==> config.mk <==
export PLATFORM = sky130hd
export DESIGN_NAME = uart_imem_loader_flat
export DESIGN_NICKNAME = d
export VERILOG_FILES = /design/src/rtl/uart_imem_loader_if.sv /design/src/rtl/uart_imem_loader.sv /design/src/flat_wrapper.sv
export SDC_FILE = /design/constraint.sdc
export NUM_CORES = 1
export LEC_CHECK = 0
export ABC_CLOCK_PERIOD_IN_PS = 2850
export CAP_MARGIN = 30
export CORE_MARGIN = 5
export CORE_UTILIZATION = 57
export DETAILED_ROUTE_END_ITERATION = 10
export PLACE_DENSITY = 0.87
export SLEW_MARGIN = 10
export SYNTH_ARGS = -nofsm -noshare
export SYNTH_HDL_FRONTEND = slang
export SYNTH_SLANG_ARGS = --single-unit
==> constraint.sdc <==
create_clock -name clk -period 2.85 [get_ports clk]
set_input_delay 0.285 -clock clk [delete_from_list [all_inputs] [get_ports clk]]
set_output_delay 0.285 -clock clk [all_outputs]
set_load 0.05 [all_outputs]
==> src/rtl/uart_imem_loader_if.sv <==
// Byte stream from the UART receiver and write port towards instruction memory.
// The loader is the master: it consumes bytes and drives the memory write.
interface uart_imem_loader_if #(
   parameter int ADDR_WIDTH = 10
);
   logic                  byte_valid;
   logic [7:0]            byte_data;
   logic                  imem_we;
   logic [ADDR_WIDTH-1:0] imem_addr;
   logic [31:0]           imem_wdata;

   modport master (
      input  byte_valid, byte_data,
      output imem_we, imem_addr, imem_wdata
   );

   modport slave (
      output byte_valid, byte_data,
      input  imem_we, imem_addr, imem_wdata
   );
endinterface

==> src/rtl/uart_imem_loader.sv <==
// UART program loader: parses a 16-bit little-endian word count, then packs
// little-endian bytes into 32-bit words and writes them to instruction memory.
module uart_imem_loader #(
   parameter int ADDR_WIDTH     = 10,
   parameter int MAX_WORDS      = 1024,
   parameter int TIMEOUT_CYCLES = 1000000
) (
   input  logic                  clk,
   input  logic                  rst,
   input  logic                  flash,
   uart_imem_loader_if.master    io,
   output logic                  load_busy,
   output logic                  load_done,
   output logic                  load_error,
   output logic [ADDR_WIDTH:0]   word_count
);

   localparam int TW = (TIMEOUT_CYCLES > 1) ? $clog2(TIMEOUT_CYCLES) : 1;
   localparam logic [TW-1:0] T_LAST = TW'(TIMEOUT_CYCLES - 1);

   typedef enum logic [2:0] {IDLE, LEN, DATA, DONE, ERROR} state_t;

   state_t        state;
   logic [1:0]    byte_idx;
   logic [7:0]    len_lo;
   logic [15:0]   len;
   logic [23:0]   asm_q;
   logic [TW-1:0] tcnt;

   logic [15:0]   n_val;
   logic          n_bad;
   logic          count_hit;

   assign n_val     = {io.byte_data, len_lo};
   assign n_bad     = (n_val == '0) || (32'(n_val) > 32'(MAX_WORDS));
   assign count_hit = (32'(word_count) == 32'(len));

   assign load_busy  = (state == LEN) || (state == DATA);
   assign load_done  = (state == DONE);
   assign load_error = (state == ERROR);

   // Load sequencer: length parse, word assembly, write strobe, timeout
   always_ff @(posedge clk or negedge rst) begin
      if (!rst) begin
         state         <= IDLE;
         byte_idx      <= '0;
         len_lo        <= '0;
         len           <= '0;
         asm_q         <= '0;
         tcnt          <= '0;
         word_count    <= '0;
         io.imem_we    <= 1'b0;
         io.imem_addr  <= '0;
         io.imem_wdata <= '0;
      end else begin
         io.imem_we <= 1'b0;
         case (state)
            IDLE: begin
               if (flash) begin
                  state      <= LEN;
                  byte_idx   <= '0;
                  word_count <= '0;
                  tcnt       <= '0;
               end
            end
            LEN, DATA: begin
               if (!flash) begin
                  state    <= IDLE;
                  byte_idx <= '0;
                  tcnt     <= '0;
               end else if (state == DATA && io.imem_we && count_hit) begin
                  // word_count was bumped with the strobe, so the final write
                  // is already on the bus when completion is recognised
                  state <= DONE;
                  tcnt  <= '0;
               end else if (tcnt == T_LAST) begin
                  state <= ERROR;
                  tcnt  <= '0;
               end else if (io.byte_valid) begin
                  tcnt <= '0;
                  if (state == LEN) begin
                     if (byte_idx == 2'd0) begin
                        len_lo   <= io.byte_data;
                        byte_idx <= 2'd1;
                     end else begin
                        len      <= n_val;
                        byte_idx <= '0;
                        state    <= n_bad ? ERROR : DATA;
                     end
                  end else begin
                     byte_idx <= byte_idx + 2'd1;
                     case (byte_idx)
                        2'd0: asm_q[7:0]   <= io.byte_data;
                        2'd1: asm_q[15:8]  <= io.byte_data;
                        2'd2: asm_q[23:16] <= io.byte_data;
                        default: begin
                           io.imem_we    <= 1'b1;
                           io.imem_addr  <= word_count[ADDR_WIDTH-1:0];
                           io.imem_wdata <= {io.byte_data, asm_q};
                           word_count    <= word_count + 1'b1;
                        end
                     endcase
                  end
               end else begin
                  tcnt <= tcnt + 1'b1;
               end
            end
            DONE, ERROR: begin
               if (!flash) state <= IDLE;
            end
            default: state <= IDLE;
         endcase
      end
   end

endmodule

==> src/flat_wrapper.sv <==
// flat-port wrapper written by rule: the top's interface ports become plain ports
module uart_imem_loader_flat 
#(
   parameter int ADDR_WIDTH     = 10,
   parameter int MAX_WORDS      = 1024,
   parameter int TIMEOUT_CYCLES = 1000000
)
  (clk, rst, flash, load_busy, load_done, load_error, word_count, io_byte_valid, io_byte_data, io_imem_we, io_imem_addr, io_imem_wdata);
  uart_imem_loader_if #(.ADDR_WIDTH(ADDR_WIDTH)) io_i ();
  input  logic clk;
  input  logic rst;
  input  logic flash;
  output logic load_busy;
  output logic load_done;
  output logic load_error;
  output logic [ADDR_WIDTH:0] word_count;
  input wire logic [$bits(io_i.byte_valid)-1:0] io_byte_valid;
  input wire logic [$bits(io_i.byte_data)-1:0] io_byte_data;
  output wire logic [$bits(io_i.imem_we)-1:0] io_imem_we;
  output wire logic [$bits(io_i.imem_addr)-1:0] io_imem_addr;
  output wire logic [$bits(io_i.imem_wdata)-1:0] io_imem_wdata;
  assign io_i.byte_valid = io_byte_valid;
  assign io_i.byte_data = io_byte_data;
  assign io_imem_we = io_i.imem_we;
  assign io_imem_addr = io_i.imem_addr;
  assign io_imem_wdata = io_i.imem_wdata;
  uart_imem_loader #(.ADDR_WIDTH(ADDR_WIDTH), .MAX_WORDS(MAX_WORDS), .TIMEOUT_CYCLES(TIMEOUT_CYCLES)) u_core (.clk(clk), .rst(rst), .flash(flash), .io(io_i), .load_busy(load_busy), .load_done(load_done), .load_error(load_error), .word_count(word_count));
endmodule
==> reports/qor.csv, run 1 <==
metric;value;unit
outcome;completed;
clock_skew;0.0122;ns
synth-edff-count;0;
cts_buffer_depth;2;
grt_pass1_wl;25400;um
timing.setup.tns;0;ns
die_w;115;um
crit_path_end_kind;register;
cp_slowest_cell;dfrtp_1;
vias_per_cell;6.28;
worstMarginPinSlew;0.985;ns
cts-buffers-inserted;17;
crit_type;reg2reg;
cts-root-buf;clkbuf_8;
synth_top_cell_by_area;dfrtp_1;
ys_top_cells_by_count;dfrtp_1, mux2_4, a31oi_1, mux2_2, nand2_1;
crit_path_max_fanout;44;
arrival;3.17;ns
place_hpwl;10200;um
postSynthCellCount;486;
die_h;115;um
grt.met2_usage;41.8;%
max_freq;364;MHz
path_cells;or3b_1 > nor4_2 > and4_4 > nor3_4 > buf_12 > mux2_4;
grt_pass1_vias;4726;
maxCapViolCount;0;
power_leakage;0.00349;uW
drt_wl_total;15900;um
synth_cell_types;62;
cp.required;3.27;ns
ant_nets;0;
ys_ff_latch;127;
grt.busiest_layer;met2;
start_util;57.8;%
async_flop_share;100;%
final_util;71.7;%
yosys-top-cells-area;dfrtp_1, mux2_4, mux2_2;
routedWlPerCell;22.0;um
placed_cell_area;0.00711;mm2
first_pass_iters;5;
ys.flop_type;dfrtp_1;
coreArea;0.0108;mm2
drt_iter0_markers;489;
ys_seq_area_share;50.9;%
cp-start-kind;register;
slew_headroom;34.1;%
num_vias;4542;
post-cts-setup-buffer-count;0;
path_buf_inv;1;
hold_path.class;in2async;
filler_cell_count;694;
rsz0062_at_grt;false;
post-synth-top-count-cell;dfrtp_1;
drive_gt1_share;27.4;%
die-area;0.0131;mm2
gr-usage-met3;5.07;%
rows;38;
hold_viol_final;0;
clk_pin_slew_worst_paths;0.06;ns
powerDensity;707;mW/mm2
fin_crit;2.75;ns
setup_violations;0;
htree_num_levels;4;
ys_warn_count;0;
clk_latency;0.54;ns
ir_drop;0.372;mV
mappedNetlistArea;0.00624;mm2
clkSinkCount;127;
grt-ovfl-total;0;
met1_usage;32.0;%
io-pin-count;69;
synth_top_cell_area_share;50.9;%
portBuffers;68;
antenna_cells;0;
post-route-period-util;96.5;%
gp_congestion;0.900;
antenna_found_initial;0;
syn_nets;504;
design_area;0.00774;mm2
grt.total_usage;25.1;%
area_delta_synth_final;24.0;%
synth_area_per_cell;12.8;um2
hold_ws;0.316;ns
drc;0;
final_nets;588;
slowest_delay;0.52;ns
grt_max_degree;49;
critical_path.top_delay_family;simple AND/OR/NAND/NOR gates;
finalMaxSlewViolations;0;
tritoncts;yes;
## sequential cells by signal, indices dropped and copies added (netlist names)
signal,cells
u_core.asm_q,24
u_core.byte_idx,2
u_core.io.imem_addr,10
u_core.io.imem_wdata,32
u_core.io.imem_we,1
u_core.len,16
u_core.len_lo,8
u_core.state,3
u_core.tcnt,20
u_core.word_count,11
## path summary, 6_finish.rpt
check	from	to	slack, ns	cells after the start
min	rst	u_core.io.imem_wdata[25]	0.32	2
max	u_core.state[2]	u_core.io.imem_wdata[20]	0.10	6
min reg2reg	u_core.asm_q[11]	u_core.asm_q[11]	0.50	1
min in group clk	u_core.asm_q[11]	u_core.asm_q[11]	0.50	1
max in group asynchronous	rst	u_core.word_count[9]	1.64	3
max reg2reg	u_core.state[2]	u_core.io.imem_wdata[20]	0.10	6
## routing by layer
| metal | up-vias | share of wire (%) |
|---|---|---|
| met1 | 2302 | 40 |
| met5 | - | 0 |
| met4 | 0 | 2.4 |
| li1 | 1974 | - |
| met2 | 237 | 51 |
| met3 | 29 | 6.7 |
## layout make-up
cell class	instances	area, um2	area share (%)
sequential	127	3180	41.1
multi-input combinational	322	2880	37.2
timing repair buffer	89	850	11.0
clock buffer	18	428	5.53
clock inverter	14	179	2.31
tap	140	175	2.26
inverter	13	48.8	0.631
## cell families (layout without fill, tap and decap cells)
logic type	after synthesis	in the layout	share of synthesized area, %
compound gates	78	78	8.78
mux	93	93	20.6
xor+xnor	15	15	2.11
buf+inv	37	134	3.27
simple gates	130	130	13.1
fa+ha+maj	6	6	1.20
flops	127	127	50.9
## layout by cell type (no fill, tap or decap), types with 4 or more instances in the layout
| master | netlist | routed |
|---|---|---|
| dfrtp_1 | 127 | 127 |
| clkdlybuf4s50_1 | 0 | 66 |
| mux2_4 | 64 | 64 |
| a31oi_1 | 26 | 26 |
| nand2_1 | 24 | 24 |
| mux2_2 | 24 | 24 |
| buf_4 | 2 | 20 |
| nand3_1 | 17 | 17 |
| clkbuf_16 | 0 | 16 |
| nor2_1 | 13 | 13 |
| inv_1 | 13 | 13 |
| xor2_1 | 13 | 13 |
| o21ai_0 | 13 | 13 |
| and3_1 | 12 | 12 |
| nand4_1 | 9 | 9 |
| nor3_1 | 7 | 7 |
| nor4_1 | 7 | 6 |
| o22ai_1 | 6 | 6 |
| ha_1 | 6 | 6 |
| and2_1 | 5 | 5 |
| nor3_4 | 5 | 5 |
| a211o_1 | 5 | 5 |
| a21oi_1 | 4 | 4 |
| a22o_1 | 4 | 4 |
| mux2_1 | 4 | 4 |
| inv_6 | 0 | 4 |
## what timing repair did
item	CTS	global route
resized for setup	1	2
setup endpoints to repair	1	32
gates cloned	0	0
hold buffers	1	0
hold endpoints to repair	45	0
## through the flow
step / worst slack [ns] / cells / power [uW]
floorplan: 0.175 / 486 / 2880
global placement: 0.238 / 690 / 3130
detailed placement: 0.0586 / 690 / 3190
CTS: 0.0733 / 723 / 5440
global route: 0.0261 / 723 / 5650
finish: 0.101 / 723 / 5470
## where the power goes
part	internal (uW)	switching [uW]	total [uW]
logic	473	535	1010
clock network	1370	879	2250
registers	1990	216	2210
total	3840	1630	5470
No activity file was read; power rests on OpenSTA's default activity.
==> run 2, diff against run 1 <==
--- a/config.mk
+++ b/config.mk
@@ -5,7 +5,7 @@
 export SDC_FILE = /design/constraint.sdc
 export NUM_CORES = 1
 export LEC_CHECK = 0
-export ABC_CLOCK_PERIOD_IN_PS = 2850
+export ABC_CLOCK_PERIOD_IN_PS = 2800
 export CAP_MARGIN = 30
 export CORE_MARGIN = 5
 export CORE_UTILIZATION = 57
==> constraint.sdc (replaced) <==
create_clock -name clk -period 2.8 [get_ports clk]
set_input_delay 0.28 -clock clk [delete_from_list [all_inputs] [get_ports clk]]
set_output_delay 0.28 -clock clk [all_outputs]
set_load 0.05 [all_outputs]
==> run 2 against run 1 <==
Compared with the run above: combinational power barely moved; largest cell class unchanged; first-iteration DRC count fell by 9.6%; highest routed layer unchanged; setup slack improved by 0.048 ns; non-clock buffer count grew 1.
==> reports/qor.csv, run 2 (synthesis gave the netlist of run 1 again) <==
metric;value;unit;change
rsz0062_at_grt;false;;
clk_pin_slew_worst_paths;0.06;ns;about the same
cts-buffers-inserted;17;;unchanged
hold_viol_final;0;;unchanged
crit_type;reg2reg;;
drive_gt1_share;27.1;%;-0.39 points
slowest_delay;0.51;ns;about the same
outcome;completed;;
arrival;3.06;ns;-0.11 ns
regMostFlops;u_core.io.imem_wdata;;
clock_skew;0.0102;ns;-0.00196 ns
grt_max_degree;51;;+4.1%
coreArea;0.0108;mm2;unchanged
routedWlPerCell;21.0;um;-4.7%
die-area;0.0131;mm2;unchanged
io-pin-count;69;;unchanged
first_pass_iters;5;;unchanged
r2r_end;u_core.io.imem_wdata[24];;
gp_congestion;0.921;;+2.3%
die_w;115;um;unchanged
dr_wl_met2;7640;um;-5.0%
grt_pass1_vias;4674;;-1.1%
cp.required;3.21;ns;-0.06 ns
r2r_start;u_core.state[0];;
grt_pass1_wl;24700;um;-2.8%
num_vias;4503;;-0.86%
filler_cell_count;687;;-1.0%
area_delta_synth_final;23.5;%;
path_cells;or3b_1 > nor4_1 > and4_4 > nor3_4 > buf_12 > mux2_4;;
maxCapViolCount;0;;unchanged
post-place-ws;0.203;ns;+0.145 ns
ant_nets;0;;unchanged
slew_headroom;39.7;%;+5.6 points
fin_ws;0.149;ns;+0.0479 ns
cts_buffer_depth;2;;unchanged
post-route-period-util;94.7;%;-1.8 points
power_leakage;0.00350;uW;+0.24%
htree_num_levels;4;;unchanged
hold_ws;0.310;ns;-0.00558 ns
dr.max_layer_used;met4;;
drc;0;;unchanged
antenna_found_initial;0;;unchanged
crit_path_end_kind;register;;
design_area;0.00771;mm2;-0.40%
final_common_cell;dfrtp_1;;
antenna_cells;0;;unchanged
powerDensity;696;mW/mm2;-1.5%
start_util;57.8;%;unchanged
fin_crit;2.65;ns;-0.0979 ns
grt.total_usage;24.4;%;-0.77 points
worstMarginPinSlew;0.901;ns;-0.0834 ns
drt_wl_total;15200;um;-4.6%
clkSinkCount;127;;unchanged
cts-root-buf;clkbuf_8;;
cp_slowest_cell;dfrtp_1;;
drt_iter0_markers;442;;-9.6%
wl_met1;6270;um;-2.4%
final_nets;589;;+0.17%
grt-ovfl-total;0;;unchanged
placed_cell_area;0.00713;mm2;+0.28%
crit_path_max_fanout;44;;unchanged
die_h;115;um;unchanged
rows;38;;unchanged
largest_register_ffs;32;;unchanged
finalMaxSlewViolations;0;;unchanged
ir_drop;0.336;mV;-9.8%
r2r_setup_slack;0.15;ns;+0.05 ns
timing.setup.tns;0;ns;unchanged
final_cell_mix;dfrtp_1, clkdlybuf4s50_1, mux2_4;;
largestRegisters;u_core.io.imem_wdata (32), u_core.asm_q (24), u_core.tcnt (20);;
hold_path.class;in2async;;
portBuffers;68;;unchanged
clk_latency;0.53;ns;about the same
max_freq;377;MHz;+3.7%
tritoncts;yes;;
post-cts-setup-buffer-count;0;;unchanged
wl_met3;846;um;-21%
vias_per_cell;6.22;;-1.0%
setup_violations;0;;unchanged
place_hpwl;9950;um;-2.2%
cp-start-kind;register;;
r2r_cells;6;;unchanged
-- run 2: cell count changes in the layout (fill, tap and decap cells not counted), sizes merged --
cell and change:
clkinvlp +1, clkdlybuf4s50 -1, buf +1, clkbuf +2
inv -2, dlymetal6s2s +1, bufinv -1
-- run 2: per-stage QoR --
stage          power [uW]  utilization (%)  instances
2_1_floorplan        2930                -        486
3_3_place_gp         3190             66.0        691
3_5_place_dp         3240             66.0        691
4_1_cts              5370             71.4        724
5_1_grt              5570             71.4        724
6_report             5360             71.4        724
-- run 2: cell type report --
type	instances	area (um2)	share of cell area [%]
repair buffers	90	872	11.3
flip-flops and latches	127	3180	41.2
clock inverters	12	133	1.72
clock buffers	20	435	5.65
well taps	140	175	2.27
multi-input cells	322	2860	37.2
inverters	13	48.8	0.633
-- run 2: per-layer routing --
| layer | global-route usage, % | vias up |
|---|---|---|
| met1 | 30.4 | 2277 |
| met3 | 5.97 | 38 |
| li1 | - | 1981 |
| met5 | 0 | - |
| met2 | 40.4 | 207 |
| met4 | 10.5 | 0 |
-- run 2: how the worst max path moves through the flow --
stage | start | endpoint | slack [ns] | cells after the start
finish | u_core.state[0] | u_core.io.imem_wdata[24] | 0.15 | 6
floorplan | u_core.state[1] | u_core.state[1] | 0.12 | 5
detailed placement | u_core.state[2] | u_core.io.imem_wdata[27] | 0.20 | 6
global route | u_core.state[2] | u_core.io.imem_wdata[10] | 0.06 | 6
global placement | u_core.state[2] | u_core.io.imem_wdata[8] | 0.23 | 6
CTS | u_core.state[0] | load_done | 0.14 | 3
-- run 2: worst max-delay path: cells and delay by family (launching register included) --
kind	cells	cell delay, ns
buffers and inverters	1	0.20
DFF	1	0.51
muxes	1	0.35
and+or+nand+nor	4	1.41
-- run 2: timing repair --
action | in CTS | in global routing
gates resized for setup | 1 | 1
hold buffers | 1 | 0
endpoints found under the hold margin | 43 | 0
setup endpoints to repair | 1 | 1
-- run 2: where the power goes --
| part | internal, uW | switching [uW] | total (uW) | leakage (uW) |
|---|---|---|---|---|
| Sequential | 2030 | 196 | 2230 | 0.00174 |
| Combinational | 493 | 512 | 1000 | 0.00148 |
| Clock | 1290 | 839 | 2130 | 0.000272 |
==> run 3, diff against run 2 <==
--- a/config.mk
+++ b/config.mk
@@ -9,6 +9,7 @@
 export CAP_MARGIN = 30
 export CORE_MARGIN = 5
 export CORE_UTILIZATION = 57
+export CTS_BUF_LIST = sky130_fd_sc_hd__clkbuf_4 sky130_fd_sc_hd__clkbuf_8 sky130_fd_sc_hd__clkbuf_16
 export DETAILED_ROUTE_END_ITERATION = 10
 export PLACE_DENSITY = 0.87
 export SLEW_MARGIN = 10
==> run 3 against run 2 <==
Compared with the run above: non-clock buffer count unchanged; fmax down 0.85%; total power up 0.77%; critical endpoint unchanged; highest routed layer unchanged.
==> reports/qor.csv, run 3 (synthesis gave the netlist of run 1 again) <==
metric;value;unit;change
hold_ws;0.302;ns;-0.00818 ns
regMostFlops;u_core.io.imem_wdata;;
clk_pin_slew_worst_paths;0.06;ns;about the same
maxCapViolCount;0;;unchanged
slew_headroom;36.8;%;-2.9 points
start_util;57.8;%;unchanged
wl_met3;942;um;+11%
drt_iter0_markers;431;;-2.5%
arrival;3.09;ns;+0.03 ns
vias_per_cell;6.27;;+0.82%
rows;38;;unchanged
cts-buffers-inserted;17;;unchanged
worstMarginPinSlew;0.945;ns;+0.0432 ns
grt_pass1_vias;4724;;+1.1%
die_h;115;um;unchanged
design_area;0.00772;mm2;+0.15%
outcome;completed;;
cts_buffer_depth;2;;unchanged
crit_path_end_kind;register;;
placed_cell_area;0.00713;mm2;unchanged
powerDensity;700;mW/mm2;+0.62%
cp-start-kind;register;;
drc;0;;unchanged
htree_num_levels;4;;unchanged
antenna_found_initial;0;;unchanged
io-pin-count;69;;unchanged
clock_skew;0.00884;ns;-0.00140 ns
grt_max_degree;51;;unchanged
timing.setup.tns;0;ns;unchanged
setup_violations;0;;unchanged
antenna_cells;0;;unchanged
die-area;0.0131;mm2;unchanged
drt_wl_total;15600;um;+2.5%
first_pass_iters;6;;+1
post-cts-setup-buffer-count;0;;unchanged
drive_gt1_share;27.4;%;+0.34 points
ant_nets;0;;unchanged
place_hpwl;9950;um;unchanged
power_leakage;0.00352;uW;+0.49%
final_nets;589;;unchanged
final_common_cell;dfrtp_1;;
hold_viol_final;0;;unchanged
tritoncts;yes;;
coreArea;0.0108;mm2;unchanged
dr_wl_met2;7670;um;+0.39%
grt-ovfl-total;0;;unchanged
clkSinkCount;127;;unchanged
num_vias;4540;;+0.82%
clk_latency;0.53;ns;about the same
largest_register_ffs;32;;unchanged
cts-root-buf;clkbuf_8;;
final_cell_mix;dfrtp_1, clkdlybuf4s50_1, mux2_4;;
crit_type;reg2reg;;
dr.max_layer_used;met4;;
grt_pass1_wl;24900;um;+1.1%
portBuffers;68;;unchanged
die_w;115;um;unchanged
gp_congestion;0.921;;unchanged
post-route-period-util;95.5;%;+0.81 points
fin_crit;2.67;ns;+0.0228 ns
filler_cell_count;682;;-0.73%
wl_met1;6280;um;+0.18%
finalMaxSlewViolations;0;;unchanged
ir_drop;0.333;mV;-0.88%
cp.required;3.21;ns;about the same
hold_path.class;in2async;;
area_delta_synth_final;23.7;%;
r2r_cells;6;;unchanged
crit_path_max_fanout;44;;unchanged
grt.total_usage;24.7;%;+0.32 points
rsz0062_at_grt;false;;
routedWlPerCell;21.5;um;+2.5%
max_freq;374;MHz;-0.85%
largestRegisters;u_core.io.imem_wdata (32), u_core.asm_q (24), u_core.tcnt (20);;
run 3: worst paths after layout:
path	from	endpoint	slack [ns]
setup / recovery	u_core.state[2]	u_core.io.imem_wdata[24]	0.13
hold / removal	rst	u_core.tcnt[6]	0.30
setup reg to reg	u_core.state[2]	u_core.io.imem_wdata[24]	0.13
hold reg to reg	u_core.asm_q[14]	u_core.asm_q[14]	0.49
max in group asynchronous	rst	u_core.word_count[8]	1.58
min in group clk	u_core.asm_q[14]	u_core.asm_q[14]	0.49
run 3: layer usage:
layer  track usage, %  vias to the layer above
met4             12.1                        0
met2             41.0                      228
li1                 -                     1981
met5                0                        -
met1             30.7                     2266
met3             5.13                       65
run 3: repair_timing:
action,CTS,global route
endpoints found under the hold margin,43,0
resized for setup,0,2
setup endpoints to repair,0,2
hold buffers,1,0
run 3: critical path, cell delays in order (launching register included):
cell	delay, ns
dfrtp_1	0.50
or3b_1	0.46
nor4_1	0.43
and4_4	0.49
nor3_4	0.07
buf_12	0.21
mux2_4	0.34
run 3: layout make-up:
type                    instances  area, um2  share of cell area (%)
repair buffers                 90        876                    11.3
clock inverters                12        133                    1.72
clock buffers                  20        443                    5.74
flip-flops and latches        127       3180                    41.2
inverters                      13       48.8                   0.632
well taps                     140        175                    2.27
multi-input cells             322       2860                    37.1
run 3: where the power goes:
group          leakage [uW]  total (uW)  internal (uW)  switching, uW
clock network      0.000279        2150           1310            841
logic               0.00149        1020            498            525
registers           0.00174        2230           2030            198
total               0.00352        5410           3840           1560
run 3: per-stage QoR:
stage               total power (uW)  cells  util, %  setup WS (ns)
global placement                3190    691     66.0          0.233
detailed placement              3240    691     66.0          0.203
CTS                             5400    724     71.5        0.00253
floorplan                       2930    486        -          0.125
global route                    5600    724     71.5         0.0587
finish                          5410    724     71.5          0.126
==> variant (config.mk and constraints of run 2) <==
Re-encode `state_t` (5 states) as one-hot, 5 bits wide.
--- a/src/rtl/uart_imem_loader.sv
+++ b/src/rtl/uart_imem_loader.sv
@@ -19,5 +19,5 @@
    localparam logic [TW-1:0] T_LAST = TW'(TIMEOUT_CYCLES - 1);
 
-   typedef enum logic [2:0] {IDLE, LEN, DATA, DONE, ERROR} state_t;
+   typedef enum logic [4:0] {IDLE = 5'b00001, LEN = 5'b00010, DATA = 5'b00100, DONE = 5'b01000, ERROR = 5'b10000} state_t;
 
    state_t        state;
Check against the original RTL: same outputs for any inputs over 4 cycles, from zero or initial values and one cycle with rst low; so few cycles prove little.
==> variant against run 2 <==
  * Routed wire length about the same
  * Largest power group unchanged
  * Cell area fell by 0.26%
  * Critical path type is now reg -> out
  * Core utilization up 3.1 points
  * Power fell by 5.3%
  * Largest cell class unchanged
  * Maximum frequency is 2.6% lower
  * Worst setup slack lost 0.071 ns
  * Sequential share of layout area rose by 0.77 points
  * Synthesized area down 3.1%
  * First-iteration DRC count shrank 11%
  * Sequential cell count rose by 2
  * Synthesized cell count is 2.9% higher
==> variant: results (changes against run 2) <==
Yosys warning total=0 (unchanged); Final HPWL DP=10.2 mm (+2.9%); setup TNS=0 ns (unchanged); slowest stage delay, CP=0.80 ns (+0.29 ns); Max rail drop VDD=0.000498 V (+48%); GPL Wtd Cong=0.846 (-8.1%); DP Area=7110 um^2 (-0.30%); Seq/Total Area, Yosys=0.534 (+0.0250); crit path max fanout=11 (-75%); clk root buf=clkbuf_8; Clock Skew=0.0133 ns (+0.00311 ns); syn_nets=518 (+2.8%); vias in the first global route=4,857 (+3.9%); post-place setup slack=0.0670 ns (-0.136 ns); Post-Place Cells=718 (+3.9%); HP Class=in -> async; reg2reg end=u_core.tcnt[11]; CP arrival=2.44 ns (-0.62 ns); layout cell share with drive strength beyond 1=0.286 (+0.0156); final setup fails=0 (unchanged); synth top area cells=dfrtp_1 53%, mux2_2 15%, a31oi_1 2.5%; total CTS buffers=17 (unchanged); top flop regs=u_core.io.imem_wdata (32), u_core.asm_q (24), u_core.tcnt (20); first-pass GRT wire length=25.2 mm (+2.1%); Starting DRT DRC Count=393 (-11%); Async S/R FF share, synth=1.00 (unchanged); leakage=3.48 nW (-0.50%); clock latency on the worst-skew pair=~0.52 ns; via count=4,651 (+3.3%); First-pass DRT Iterations=5 (unchanged); setup bufs post-CTS=0 (unchanged); initial antenna violation count=0 (unchanged); Commonest cells post-synth=128 x dfrtp_1, 81 x mux2_2, 33 x nand2_1, 24 x a31oi_1, 22 x nand3_1; crit-path leading delay family=buffers and inverters; gr usage total=0.250 (+0.00607); R2R Setup Slk=0.16 ns; clock buffer depth=2 (unchanged); IO Port Bufs=68 (unchanged); length in cells of the worst reg-to-reg path=7 (+1); Hold WS=0.305 ns (-0.00555 ns); antenna diode count=0 (unchanged); slowest CP cell=clkdlybuf4s50_1; normalized max-slew margin=0.621 (+0.224); Nets=620 (+5.3%); cell count after synthesis=500 (+2.9%); worst reg2reg startpoint=u_core.state[3]; Worst-path clk slew=0.06 ns (about the same); non-filler cells, final=751 (+3.7%); Yosys cell types=56 (-9.7%); status=finished, final reports clean; H-tree lvl count=4 (unchanged); drt total wl=15.2 mm (about the same); largest net degree at the start of global routing=52 (+2.0%)
-- variant: cell type report --
class,count,area (um^2)
Sequential cell,129,3230
Inverter,15,56.3
Multi-Input combinational cell,333,2660
Fill cell,609,2640
Timing Repair Buffer,106,1000
Clock buffer,20,435
Tap cell,136,170
Clock inverter,12,134
-- variant: cell families after synthesis --
family	Yosys count	share of synthesized area
fa+ha+maj	6	0.0124
simple gates	153	0.146
mux	101	0.192
flops	129	0.534
buf+inv	38	0.0284
xor+xnor	16	0.0232
compound gates	57	0.0640
-- variant: power by group --
part / leakage, nW / internal [mW] / total (mW) / switching, mW
logic: 1.42 / 0.346 / 0.854 / 0.508
registers: 1.79 / 2.01 / 2.13 / 0.127
clock network: 0.275 / 1.29 / 2.09 / 0.802
-- variant: worst reg2reg max path, stage by stage, from the launching register on --
cell and delay (ns):
dfrtp_1 0.48, nor3_2 0.37, nand4_1 0.15, or4_1 0.59, buf_4 0.22, buf_4 0.22, nand2_1 0.30, o211ai_1 0.16
-- variant: worst max path at each step --
stage	startpoint	endpoint	slack (ns)	depth (start not counted)
2_1_floorplan	u_core.word_count[6]	u_core.byte_idx[0]	0.13	8
3_3_place_gp	flash	u_core.io.imem_wdata[14]	0.16	7
3_5_place_dp	flash	u_core.io.imem_wdata[1]	0.07	7
4_1_cts	u_core.state[1]	load_done	0.06	4
5_1_grt	u_core.state[1]	load_error	0.02	4
6_report	u_core.state[1]	load_error	0.08	4
-- variant: timing repair --
item	CTS	global route
hold endpoints to repair	42	0
resized for setup	1	1
hold buffers	1	0
gates cloned	0	0
setup endpoints to repair	1	1
-- variant: per-layer routing --
metal	global-route usage	part of all wire	up-vias
li1	-	-	2044
met1	0.314	0.40	2339
met2	0.417	0.51	229
met3	0.0615	0.072	39
met4	0.0986	0.022	0
met5	0	0	-
